$ cat src/rtl/sort_11_frame_gather_pkg.sv
// Shared types and constants for the 11-input sorter datapath.
package sort_pkg;

  typedef logic [31:0] data_t;

  localparam int SORT_N = 11;
  localparam data_t SORT_PAD = '1;

  typedef enum logic [1:0] {
    FILL,
    HOLD,
    DROP
  } gather_state_t;

endpackage

$ cat src/rtl/sort_11_frame_gather.sv
// Serial-to-parallel frame gatherer feeding the 11-input sorting network.
// Packs up to 11 stream words into one frame, pads the unused slots with
// all-ones so they sort to the top, and holds the frame until taken.
module sort_11_frame_gather
  import sort_pkg::*;
(
  input  logic        clk,
  input  logic        rst_n,
  input  logic        in_valid,
  output logic        in_ready,
  input  data_t       in_data,
  input  logic        in_last,
  output logic        frame_valid,
  input  logic        frame_ready,
  output data_t       frame_data_0,
  output data_t       frame_data_1,
  output data_t       frame_data_2,
  output data_t       frame_data_3,
  output data_t       frame_data_4,
  output data_t       frame_data_5,
  output data_t       frame_data_6,
  output data_t       frame_data_7,
  output data_t       frame_data_8,
  output data_t       frame_data_9,
  output data_t       frame_data_10,
  output logic [3:0]  frame_count,
  output logic        frame_err
);

  localparam logic [3:0] LAST_IDX = 4'(SORT_N - 1);

  gather_state_t state;
  logic [3:0]    idx;
  data_t         slot [SORT_N];

  logic              accept;
  logic              closing;
  logic [SORT_N-1:0] wr_data;
  logic [SORT_N-1:0] wr_pad;

  // Ready is a pure state decode so it reads 1 throughout reset.
  assign in_ready = (state != HOLD);
  assign accept   = in_valid && in_ready;
  assign closing  = (state == FILL) && accept && (in_last || (idx == LAST_IDX));

  // Per-slot write enables: the addressed slot takes the word, and on a
  // closing beat every slot above it is padded.
  always_comb begin
    wr_data = '0;
    wr_pad  = '0;
    for (int unsigned i = 0; i < SORT_N; i++) begin
      if ((state == FILL) && accept) begin
        wr_data[i] = (4'(i) == idx);
        wr_pad[i]  = closing && (4'(i) > idx);
      end
    end
  end

  // Slot registers; frozen outside FILL so the held frame is stable.
  always_ff @(posedge clk or negedge rst_n) begin
    if (!rst_n) begin
      for (int unsigned i = 0; i < SORT_N; i++) begin
        slot[i] <= '0;
      end
    end else begin
      for (int unsigned i = 0; i < SORT_N; i++) begin
        if (wr_data[i]) begin
          slot[i] <= in_data;
        end else if (wr_pad[i]) begin
          slot[i] <= SORT_PAD;
        end
      end
    end
  end

  // Frame control FSM with registered frame-level outputs.
  always_ff @(posedge clk or negedge rst_n) begin
    if (!rst_n) begin
      state       <= FILL;
      idx         <= '0;
      frame_valid <= 1'b0;
      frame_count <= '0;
      frame_err   <= 1'b0;
    end else begin
      case (state)
        FILL: begin
          if (accept) begin
            if (closing) begin
              // idx is cleared here rather than on the take; it is unused
              // until the next frame starts, so the result is the same.
              state       <= HOLD;
              idx         <= '0;
              frame_valid <= 1'b1;
              frame_count <= idx + 4'd1;
              frame_err   <= (idx == LAST_IDX) && !in_last;
            end else begin
              idx <= idx + 4'd1;
            end
          end
        end
        HOLD: begin
          if (frame_ready) begin
            frame_valid <= 1'b0;
            if (frame_err) begin
              state     <= DROP;
              frame_err <= 1'b0;
            end else begin
              state <= FILL;
            end
          end
        end
        DROP: begin
          if (accept && in_last) begin
            state <= FILL;
            idx   <= '0;
          end
        end
        default: begin
          state <= FILL;
          idx   <= '0;
        end
      endcase
    end
  end

  assign frame_data_0  = slot[0];
  assign frame_data_1  = slot[1];
  assign frame_data_2  = slot[2];
  assign frame_data_3  = slot[3];
  assign frame_data_4  = slot[4];
  assign frame_data_5  = slot[5];
  assign frame_data_6  = slot[6];
  assign frame_data_7  = slot[7];
  assign frame_data_8  = slot[8];
  assign frame_data_9  = slot[9];
  assign frame_data_10 = slot[10];

endmodule

$ cat config.mk
export PLATFORM = sky130hd
export DESIGN_NAME = sort_11_frame_gather
export DESIGN_NICKNAME = d
export VERILOG_FILES = /design/src/rtl/sort_11_frame_gather_pkg.sv /design/src/rtl/sort_11_frame_gather.sv
export SDC_FILE = /design/constraint.sdc
export NUM_CORES = 1
export LEC_CHECK = 0
export CORE_MARGIN = 1.5
export CORE_UTILIZATION = 51
export DETAILED_ROUTE_END_ITERATION = 12
export MAX_ROUTING_LAYER = met4
export PLACE_DENSITY = 0.85
export SETUP_SLACK_MARGIN = 0.1
export SYNTH_ARGS = -nofsm -noshare
export SYNTH_HDL_FRONTEND = slang
export SYNTH_SLANG_ARGS = --single-unit
$ cat constraint.sdc
create_clock -name clk -period 4.8 [get_ports clk]
set_input_delay 0.72 -clock clk [delete_from_list [all_inputs] [get_ports clk]]
set_output_delay 0.72 -clock clk [all_outputs]
set_load 0.03 [all_outputs]
=== Word-level counts from Yosys, hierarchy flattened ===
Index checks and enable logic that the tools add are counted.

* Register bits after elaboration: 364
* Output and inout bits: 359
* Word-level logic and storage cells: 144

* Add/subtract/negate cells: 1
* $lt $le $gt $ge: 11
* Equal/unequal tests: 18
* Multiplexer cells: 61
* Bitwise operators: 1
* Reduce and logical (&&, ||, !) cells: 36

{| class="wikitable"
|+ Operator list
! operator !! count
|-
| $mux W32 || 22
|-
| $mux W1 || 27
|-
| $reduce_bool A2 Y1 || 12
|-
| $eq A3 B4 Y1 const A || 4
|-
| $gt A3 B4 Y1 const A || 4
|-
| $logic_and A1 B1 Y1 || 16
|-
| $eq A4 B4 Y1 const A || 3
|-
| $gt A4 B4 Y1 const A || 3
|-
| $mux W4 || 3
|-
| $pmux W4 S3 || 1
|-
| $mux W2 || 5
|-
| $eq A2 B4 Y1 const A || 2
|-
| $gt A1 B4 Y1 const A || 2
|-
| $gt A2 B4 Y1 const A || 2
|-
| $ne A2 B2 Y1 const B || 4
|-
| $reduce_and A4 Y1 || 2
|-
| $pmux W2 S3 || 1
|-
| $reduce_and A3 Y1 || 2
|-
| $add A4 B1 Y4 const B || 1
|-
| $eq A1 B4 Y1 const A || 1
|-
| $eq A4 B4 Y1 const B || 1
|-
| $logic_not A4 Y1 || 1
|-
| $pmux W1 S2 || 2
|-
| $eq A2 B1 Y1 const B || 1
|-
| 6 further kinds || 6
|}

=== Longest topological paths before layout ===
* Depth in word-level cells: 8
* Depth in mapped cells: 7
* Depth with buffers taken out: 6

=== Worst setup path after synthesis ===
Ideal clock, no wire load.

* Kind: input-to-reg
* Start: input port in_valid
* End: register slot (netlist bit frame_data_7[0])
* Library setup time: 0.121 ns
* Arrival: 2.059 ns
* Setup slack: 2.619 ns
* Cell stages on the path: 6
* Cell sequence: or3b_4 buf_6 or3_1 buf_2 buf_6 o22a_1

* Cells in the longest elaborated chain, start to end: 6
* Elaborated cells on any way between the ends: 8
* Those cells by class: 3 x mux; 5 x reduce/logical

{| class="wikitable"
|+ RTL lines
! what !! line !! RTL
|-
| start, declared || sort_11_frame_gather.sv:9 || <nowiki>input logic in_valid,</nowiki>
|-
| $logic_and A1 B1 Y1 (*) || sort_11_frame_gather.sv:43 || <nowiki>assign accept = in_valid && in_ready;</nowiki>
|-
| $logic_and A1 B1 Y1 (*) || sort_11_frame_gather.sv:44, sort_11_frame_gather.sv:52 ||
|-
| $logic_and A1 B1 Y1 || sort_11_frame_gather.sv:44 || <nowiki>assign closing = (state == FILL) && accept && (in_last || (idx == LAST_IDX));</nowiki>
|-
| $logic_and A1 B1 Y1 || sort_11_frame_gather.sv:54 || <nowiki>wr_pad[i] = closing && (4'(i) > idx);</nowiki>
|-
| $mux W1 || sort_11_frame_gather.sv:52 || <nowiki>if ((state == FILL) && accept) begin</nowiki>
|-
| $reduce_bool A2 Y1 (no line) || -- ||
|-
| end signal, assigned by index || sort_11_frame_gather.sv:68 || <nowiki>slot[i] <= in_data;</nowiki>
|-
| end, declared || sort_11_frame_gather.sv:34 || <nowiki>data_t slot [SORT_N];</nowiki>
|}

Mark *: on every way between the ends. The rest lies on a longest branch, timed or not.
A chain may end at the register's enable or synchronous reset.

=== Final worst setup path ===
* Start: input port in_valid
* End: register slot (netlist bit frame_data_6[14])

The elaborated chain is that of the path after synthesis.

==> metrics <==
placed cell areas 17600 um2; gpl congestion 0.854; TritonCTS clock tree done; RSZ-0062 raised after global routing false; vias per std cell 6.15; Filler cells about 1.7k; Synth area leaders dfrtp_1, o22a_1, mux2_2; final wirelength 45400 um; clock sink count 364; Setup violations, final 0; top-count cell post-synth dfrtp_1; Synth Warn # 0; Remaining DRCs 0; CTS max path bufs 3; Max Slew Vio Count 0; Pleak 6.87 nW; postcts setup bufs 0; CTS H-tree depth 2; Pre-Repair DR Iteration Count 5; most common library cells after synthesis dfrtp_1, o22a_1, nand2_1, clkbuf_1, nand3_1; die height 165 um; Worst-Skew Late Latency 520 ps; layout net count 1363; Seq cells post-synth 364; largest net degree at the start of global routing approximately 130; CP Max Fanout 32; buffers added on ports 395; arrival time at the worst endpoint around 3300 ps; Die W 165 um; # diodes 0; R2R setup slack between 2000 and 2500 ps; DRT iter0 DRCs 1037; CTS buffer count 38; max cap viols 0; Ports between 300 and 400; final cell count without fillers 1681; drt wl/cell 27.0 um; design area 18700 um2; register area 9110 um2; Hold Vio Cnt, Final 0; share of the synthesized area in the top cell type between 60% and 70%; first-pass GRT wire length 65600 um; Final min period 2920 ps; Worst setup SP type input port; relative slew slack 24.4%; Synth cell types 39; ys async rst share 100%; Tcrit/Tclk final 60.8%; layout overhead on the synthesized area 39.5%; Seq/Total Area, Yosys approximately two thirds; post-DP HPWL 29000 um; post_cts resized 0; FMAX 343 MHz; hold crit path type input port to async pin; Data required, critical path 5130 ps; num rows 59; grt total ovfl 0; area taken by multi-input logic gates 3910 um2; critical path class input port to register; ys flop type dfrtp_1; Clock Skews 8.25 ps; status finished clean; Net Count, Synth roughly 1.0k; cell count after synthesis approximately 970; CTS clock-pin slew for the worst setup and hold paths 60 ps; R2R cell count 4; PD cells around 670 nW/um2; Tot GR Track Use 33.9%; Least-Margin Pin Slew 1130 ps; core footprint around 26000 um2; EDFF count, synth 0; antenna violations before repair 0; synthesized area per cell 13.8 um2; total power 12.6 mW; VDD IR-drop max 510 uV; Cell Area, Synth 13400 um2; vias in the first global route 10.4k; Yosys top cell by area dfrtp_1; clk root buf clkbuf_16; placed insts 1618; setup TNS 0 ps; die area 27300 um2; crit end category register; fraction of layout cells with a size suffix above 1 9.21%; Starting Density 51.8%; ANT nets after route 0; # hold bufs at CTS 0; routed vias roughly 10k
critical path, cell delays in order:
cell             delay, ps
clkdlybuf4s50_1        550
nor3b_2                590
nand3_2                920
nand2_1                330
nand3_1                120
final timing paths:
check,startpoint,end
min in group clk,frame_data_7[23],frame_data_7[23]
max,in_valid,frame_data_6[14]
max reg2reg,idx[2],frame_data_7[25]
max in group asynchronous,rst_n,frame_data_0[29]
min,rst_n,frame_data_0[20]
min reg2reg,frame_data_7[23],frame_data_7[23]
metrics by stage:
stage	util (%)	setup WS, ps	hold slack, ps
after floorplan	-	2620	424
after global placement	67.9	1520	463
after detailed placement	67.9	1460	476
after CTS	72.3	1970	377
after global routing	72.3	1780	423
final	72.3	1880	343
routing by layer:
| metal | GRT usage, % | part of all wire (%) |
|---|---|---|
| met1 | 41.1 | 38 |
| met5 | - | 0 |
| met2 | 53.7 | 48 |
| met3 | 9.57 | 9.8 |
| met4 | 13.6 | 4.0 |
state kept, by name, summed over array words and instances, names as in the netlist:
register and flops:
frame_data_1 32, frame_data_3 32, frame_data_4 32, frame_data_5 32, frame_data_10 32, frame_data_0 32
idx 4, frame_data_9 32, frame_data_7 32, frame_valid 1, frame_count 4, frame_err 1
state 2, frame_data_8 32, frame_data_6 32, frame_data_2 32
cells by family (layout without fill, tap and decap cells):
family / after synthesis / count (layout) / synth area share [%]
xor+xnor: 2 / 2 / 0.130
simple gates: 139 / 139 / 4.77
compound gates: 317 / 317 / 20.4
mux: 35 / 35 / 2.93
flops: 364 / 364 / 67.8
fa+ha+maj: 3 / 3 / 0.280
buf+inv: 112 / 486 / 3.69
layout by cell type (no fill, tap or decap), types with 2 or more instances in the layout:
cell and n:
inv_1 7, nor3_1 2, nand3_1 36, clkinv_4 2, a21o_1 2, and3_1 2, clkbuf_1 11, nand2b_1 4
o22a_1 287, clkbuf_8 5, ha_1 3, buf_4 20, nor2b_1 2, a21oi_1 6, mux2_2 34, clkdlybuf4s50_1 394
a211oi_1 2, or3_1 2, clkinv_2 5, a21oi_4 2, clkbuf_16 39, dfrtp_1 364, nor2_1 4, nand3_2 4
nand2_1 76, o21ai_0 8
cell type report:
| class | instances | area share (%) |
|---|---|---|
| multi-input combinational | 496 | 20.9 |
| clock inverter | 8 | 0.274 |
| inverter | 7 | 0.140 |
| timing repair buffer | 416 | 22.0 |
| tap | 335 | 2.24 |
| clock buffer | 55 | 5.80 |
| sequential | 364 | 48.6 |
report_power, final:
part | switching, mW | leakage [nW] | internal [mW]
clock network | 1.17 | 0.562 | 1.57
logic | 3.14 | 2.85 | 2.20
registers | 0.576 | 3.46 | 3.95
(Power assumes the default switching activity.)
